--- src/rtl/lsb_extractor.sv ---
// Recovers message words from the LSBs of audio sample frames. The first frame
// after start is a length header; that many payload words follow on a valid/ready stream.
module lsb_extractor #(
  parameter int BPS        = 16,
  parameter int FRAME_SIZE = 8
) (
  input  logic                      clk,
  input  logic                      rst_n,
  input  logic                      start,
  input  logic [FRAME_SIZE*BPS-1:0] in_frame,
  input  logic                      in_valid,
  output logic                      in_ready,
  output logic [FRAME_SIZE-1:0]     out_message,
  output logic                      out_valid,
  output logic                      out_last,
  input  logic                      out_ready,
  output logic                      busy,
  output logic                      done,
  output logic [FRAME_SIZE-1:0]     length
);

  // state   | meaning
  // IDLE    | waiting for start after reset
  // HEADER  | accepting the length header frame
  // PAYLOAD | extracting payload frames into the output register
  // DONE    | message complete; waiting for start to re-arm
  typedef enum logic [1:0] {
    S_IDLE,
    S_HEADER,
    S_PAYLOAD,
    S_DONE
  } state_t;

  state_t                state;
  logic [FRAME_SIZE-1:0] remaining;
  logic [FRAME_SIZE-1:0] lsb;
  logic                  in_xfer;
  logic                  out_xfer;

  always_comb begin
    lsb = '0;
    for (int k = 0; k < FRAME_SIZE; k++) begin
      lsb[k] = in_frame[k*BPS];
    end
  end

  // The output register may be refilled in the same cycle it drains.
  always_comb begin
    in_ready = 1'b0;
    case (state)
      S_HEADER:  in_ready = 1'b1;
      S_PAYLOAD: in_ready = (remaining != '0) && (!out_valid || out_ready);
      default:   in_ready = 1'b0;
    endcase
  end

  assign in_xfer  = in_valid && in_ready;
  assign out_xfer = out_valid && out_ready;
  assign busy     = (state == S_HEADER) || (state == S_PAYLOAD);

  always_ff @(posedge clk) begin
    if (!rst_n) begin
      state       <= S_IDLE;
      remaining   <= '0;
      length      <= '0;
      out_message <= '0;
      out_valid   <= 1'b0;
      out_last    <= 1'b0;
      done        <= 1'b0;
    end else begin
      done <= 1'b0;
      case (state)
        S_IDLE: begin
          if (start) state <= S_HEADER;
        end
        S_HEADER: begin
          if (in_xfer) begin
            length    <= lsb;
            remaining <= lsb;
            if (lsb == '0) begin
              state <= S_DONE;
              done  <= 1'b1;
            end else begin
              state <= S_PAYLOAD;
            end
          end
        end
        S_PAYLOAD: begin
          // in_xfer implies remaining != 0, so the decrement never wraps.
          if (in_xfer) begin
            out_message <= lsb;
            out_valid   <= 1'b1;
            out_last    <= (remaining == FRAME_SIZE'(1));
            remaining   <= remaining - FRAME_SIZE'(1);
          end else if (out_xfer) begin
            out_valid <= 1'b0;
            out_last  <= 1'b0;
            if (out_last) begin
              state <= S_DONE;
              done  <= 1'b1;
            end
          end
        end
        S_DONE: begin
          out_valid <= 1'b0;
          out_last  <= 1'b0;
          if (start) state <= S_HEADER;
        end
        default: state <= S_IDLE;
      endcase
    end
  end

endmodule

--- config.mk ---
export PLATFORM = sky130hd
export DESIGN_NAME = lsb_extractor
export DESIGN_NICKNAME = d
export VERILOG_FILES = /design/src/rtl/lsb_extractor.sv
export SDC_FILE = /design/constraint.sdc
export NUM_CORES = 1
export LEC_CHECK = 0
export ABC_CLOCK_PERIOD_IN_PS = 5700
export BUFFER_PORTS_ARGS = -buffer_cell sky130_fd_sc_hd__buf_4
export CAP_MARGIN = 25
export CORE_ASPECT_RATIO = 0.8
export CORE_MARGIN = 5
export CORE_UTILIZATION = 38
export CTS_CLUSTER_DIAMETER = 40
export CTS_CLUSTER_SIZE = 30
export DETAILED_ROUTE_END_ITERATION = 12
export GPL_TIMING_DRIVEN = 0
export PLACE_DENSITY = 0.95
export SETUP_SLACK_MARGIN = 0.3
export SYNTH_ARGS = -nofsm -noshare
export SYNTH_HDL_FRONTEND = slang
export SYNTH_SLANG_ARGS = --single-unit
--- constraint.sdc ---
create_clock -name clk -period 5.7 [get_ports clk]
set_clock_uncertainty 0.2 [all_clocks]
set_input_delay 0.855 -clock clk [delete_from_list [all_inputs] [get_ports clk]]
set_output_delay 0.855 -clock clk [all_outputs]
set_load 0.01 [all_outputs]
; Yosys cells after proc, flatten, opt, wreduce, memory -nomap -nowiden
; Cells that the tools add are included.
; W data, S select, Z words.
[totals]
ff_bits = 29
latchBits = 0
ramBits = 0
rom_bits = 0
inputBits = 133
out_inout_bits = 21
word_cells = 58
n_memories = 0
[op_classes]
add_sub_neg = 1
n_mul = 0
div = 0
magnitude_cmp = 0
n_eq_ne = 11
n_shift = 0
muxes = 22
bitwise = 0
reduce_logical = 17
[op_table]
columns = op, count
row1 = $mux W8, 2
row2 = $pmux W8 S2, 1
row3 = $mux W2, 5
row4 = $ne A2 B2 Y1 const B, 5
row5 = $mux W1, 9
row6 = $eq A8 B1 Y1 const B, 1
row7 = $logic_not A8 Y1, 1
row8 = $pmux W1 S2, 4
row9 = $reduce_bool A8 Y1, 1
row10 = $sub A8 B1 Y8 const B, 1
row11 = $pmux W2 S3, 1
row12 = $reduce_and A2 Y1, 3
row13 = $reduce_and A5 Y1, 1
row14 = $eq A2 B2 Y1 const B, 2
row15 = $reduce_bool A2 Y1, 2
row16 = $logic_and A1 B1 Y1, 3
row17 = $ne A3 B3 Y1 const B, 1
row18 = $reduce_and A3 Y1, 1
row19 = $eq A2 B1 Y1 const B, 1
row20 = $logic_not A2 Y1, 1
row21 = $logic_or A1 B1 Y1, 2
row22 = $ne A2 B1 Y1 const B, 1
row23 = $reduce_or A2 Y1, 1
row24 = $logic_not A1 Y1, 1

; Depth between registers and ports, before layout
[depth]
word_depth = 7
ltp_mapped = 9
ltp_nobuf = 7

; Worst setup path after synthesis
; OpenSTA, ideal clock, no wires.
[synth_timing]
path_kind = register to output
start = reg remaining[0]
end = out in_ready
arrival_ps = 1411
required_time_ps = 4645
slack_ps = 3234
path_stages_with_launch = 7
path_buffers = 0
path_cell_list = dfxtp_1 inv_1 ha_1 or3b_1 o211a_1 nor2_1 nor2_1
[synth_between]
elab_chain_cells = 3
[synth_rtl]
columns = element, line_no
row1 = "start, declared", 35  ; logic [FRAME_SIZE-1:0] remaining;
row2 = "start signal, assigned", 79  ; remaining <= lsb;
row3 = "start signal, assigned", 94  ; remaining <= remaining - FRAME_SIZE'(1);
row4 = $reduce_bool A8 Y1, 52  ; S_PAYLOAD: in_ready = (remaining != '0) && (!out_valid || out_ready);
row5 = $logic_and A1 B1 Y1, 52
row6 = $pmux W1 S2, 50  ; case (state)
row7 = "end, declared", 12  ; output logic in_ready,
; No other way between the ends.

; Worst setup path in the final report
; Same ends and word-level chain as after synthesis.

==> results.sh <==
export IMPL_outcome="finished clean"
export IMPL_critPathSlowestCell="or3b_1"
export IMPL_critPathMaxStageDelay_ps=430
export IMPL_routed_wirelength_um=3830
export IMPL_crit_type="flip-flop to output port"
export IMPL_cts_buffer_depth=2
export IMPL_cts_tree="done"
export IMPL_synth_area_um2=1490
export IMPL_fmax_mhz=327
export IMPL_hp_class="flip-flop to flip-flop"
export IMPL_dp_hpwl_um=2940
export IMPL_crit_arrival_ps=2010
export IMPL_synth_area_per_cell_um2=8.03
export IMPL_crit_path_frequent_cell="nor2_1"
export IMPL_final_area_um2=1890
export IMPL_synth_seq_cells=29
export IMPL_dpl_cell_area_um2=1800
export IMPL_ys_seq_area_share_pct=39.1
export IMPL_drt_pass1_iter_count=4
export IMPL_async_flop_share_pct=0
export IMPL_synth_top_cell_by_area="dfxtp_1"
export IMPL_cts_setup_buffers=0
export IMPL_path_delay_family="simple AND/OR/NAND/NOR gates"
export IMPL_grtUsageTotal_pct=15.6
export IMPL_cellLeakagePower_nw=0.852
export IMPL_drcViolationCount=0
export IMPL_cp_max_fo=6
export IMPL_fillers=371
export IMPL_timing_critical_path_buf_inv=2
export IMPL_synth_edf_count=0
export IMPL_startpoint_type="flip-flop"
export IMPL_via_count=1474
export IMPL_ys_flop_type="dfxtp_1"
export IMPL_worstHoldEndpoint="length[6]"
export IMPL_grt_pass1_wl_um=6310
export IMPL_grt_overflow=0
export IMPL_power_mw=0.789
export IMPL_wl_per_cell_um=13.6
export IMPL_layout_setup_ws_ps=2640
export IMPL_reg2reg_depth=8
export IMPL_grt_pass1_vias=1382
export IMPL_slew_headroom_pct=61.7
export IMPL_start_util_pct=39.3
export IMPL_path_clk_slew_ps=60
export IMPL_post_route_min_period_ps=3060
export IMPL_worst_slew_pin_slew_ps=574
export IMPL_cts_buffers=5
export IMPL_htree_levels=2
export IMPL_row_count=20
export IMPL_final_seq_area_um2=581
export IMPL_finalSetupViolCount=0
export IMPL_r2r_setup_slack_ps=3340
export IMPL_grt_antenna_before_repair=0
export IMPL_cp_cell_sequence="inv_1 > ha_1 > or3b_1 > o211a_1 > nor2_1 > nor2_1 > buf_4"
export IMPL_multi_input_area_um2=818
export IMPL_portBuffers=33
export IMPL_hold_viol_final=0
export IMPL_finalNetCount=363
export IMPL_synth_top_cell_area_share_pct=39.1
export IMPL_clock_sinks=29
export IMPL_critPathCaptureType="output port"
export IMPL_antenna_left=0
export IMPL_whs_path_depth=2
export IMPL_cts_hold_buf=0
export IMPL_io_pins=154
export IMPL_syn_nets=323
export IMPL_dp_slack_ps=2960
export IMPL_syn_to_final_growth_pct=27.1
export IMPL_instances_no_fill=281
export IMPL_synth_warnings=0
export IMPL_ir_worst_vdd_v=0.000238
export IMPL_cts_resized=0
export IMPL_die_area_um2=5270
export IMPL_via_per_inst=5.25
export IMPL_slew_violations=0
export IMPL_die_y_um=65.9
export IMPL_clk_latency_ps=290
export IMPL_yosysUniqueCellTypes=40
export IMPL_core_area_um2=3780
export IMPL_layout_drive_gt1_share_pct=20.8
export IMPL_dp_cells=273
export IMPL_p_per_area_nw_per_um2=418
export IMPL_min_delay_start="length[6]"
export IMPL_cts_root_buf="clkbuf_8"
export IMPL_rr_startpoint="state[0]"
export IMPL_fin_tns_setup_ps=0
export IMPL_grt_setup_unrepaired="false"
export IMPL_diodes=0
export IMPL_drt_iter0_drc=98
export IMPL_synthCells=185
export IMPL_globalplace_congestion=0.908
export IMPL_layout_worst_path_cycle_share_pct=53.7
export IMPL_synth_area_top_cells="dfxtp_1, nand2_1, a21oi_1"
export IMPL_required_ps=4640
export IMPL_dieWidth_um=79.9
export IMPL_grt_max_degree=11
export IMPL_r2r_end="remaining[0]"
export IMPL_drv_cap=0
tightest hold or removal path, stage by stage, from the launching register on:
cell     delay, ps
dfxtp_1        310
nand2_1         50
a21oi_1         50
flip-flops by register name, summed over array words and instances, names as in the netlist:
| register | flops |
|---|---|
| done | 1 |
| length | 8 |
| out_last | 1 |
| out_message | 8 |
| out_valid | 1 |
| remaining | 8 |
| state | 2 |
metal layers:
metal,GRT usage (%),vias up,wire length [um]
li1,-,729,-
met1,20.1,693,1740
met2,23.7,47,1680
met3,5.18,5,362
met4,6.54,0,40
met5,0,-,0
power by group:
part / total [mW] / leakage [nW] / switching, mW / internal, mW
Sequential: 0.262 / 0.235 / 0.0278 / 0.234
Combinational: 0.361 / 0.572 / 0.212 / 0.149
Clock: 0.166 / 0.0439 / 0.0825 / 0.0839
per-stage QoR:
| stage | hold WS (ps) | utilization [%] |
|---|---|---|
| 4_1_cts | 260 | 50.0 |
| 3_5_place_dp | 251 | 47.7 |
| 2_1_floorplan | 259 | - |
| 5_1_grt | 284 | 50.0 |
| 3_3_place_gp | 246 | 47.7 |
| 6_report | 257 | 50.0 |
cells in the final DEF, fill, tap and decap left out, types with 2 or more instances in the layout:
cell | synthesis | layout
a211o_1 | 2 | 2
a211oi_1 | 2 | 2
a21oi_1 | 16 | 16
a21oi_2 | 2 | 2
and3_1 | 4 | 4
buf_4 | 1 | 34
clkbuf_1 | 6 | 6
clkbuf_8 | 0 | 5
clkinv_2 | 0 | 2
dfxtp_1 | 29 | 29
ha_1 | 5 | 5
inv_1 | 10 | 10
mux2i_1 | 8 | 8
nand2_1 | 32 | 32
nand3_1 | 3 | 3
nor2_1 | 18 | 18
nor2b_1 | 5 | 5
nor3_1 | 6 | 6
nor4_1 | 3 | 3
o211ai_1 | 3 | 3
o21ai_0 | 4 | 4
o22ai_1 | 3 | 3
o31ai_1 | 2 | 2
o32ai_1 | 2 | 2
or4_1 | 2 | 2
final cells by class:
type,count,area share [%]
buffer,9,2.45
multi-input combinational,136,43.3
sequential,29,30.7
timing repair buffer,33,13.1
clock inverter,3,0.927
clock buffer,5,3.64
inverter,11,2.19
tap,55,3.64
cell families (layout without fill, tap and decap cells):
| family | count (synthesis) | count (layout) | share of synthesized area (%) |
|---|---|---|---|
| compound gates | 43 | 43 | 20.2 |
| simple gates | 79 | 79 | 24.7 |
| mux | 8 | 8 | 5.39 |
| flops | 29 | 29 | 39.1 |
| buf+inv | 20 | 61 | 5.89 |
| fa+ha+maj | 5 | 5 | 4.21 |
| xor+xnor | 1 | 1 | 0.589 |
synthesized netlist by cell type (2+ instances only):
master / count
nand2_1: 32
dfxtp_1: 29
nor2_1: 18
a21oi_1: 16
inv_1: 10
mux2i_1: 8
clkbuf_1: 6
nor3_1: 6
ha_1: 5
nor2b_1: 5
and3_1: 4
o21ai_0: 4
nand3_1: 3
nor4_1: 3
o211ai_1: 3
o22ai_1: 3
a211o_1: 2
a211oi_1: 2
a21oi_2: 2
o31ai_1: 2
o32ai_1: 2
or4_1: 2
worst max-delay path by stage:
stage                 start  cells after the start       end
2_1_floorplan  remaining[0]                      6  in_ready
3_3_place_gp   remaining[0]                      7  in_ready
3_5_place_dp   remaining[0]                      7  in_ready
4_1_cts        remaining[0]                      7  in_ready
5_1_grt        remaining[0]                      7  in_ready
6_report       remaining[0]                      7  in_ready
No activity file was read; power rests on OpenSTA's default activity.
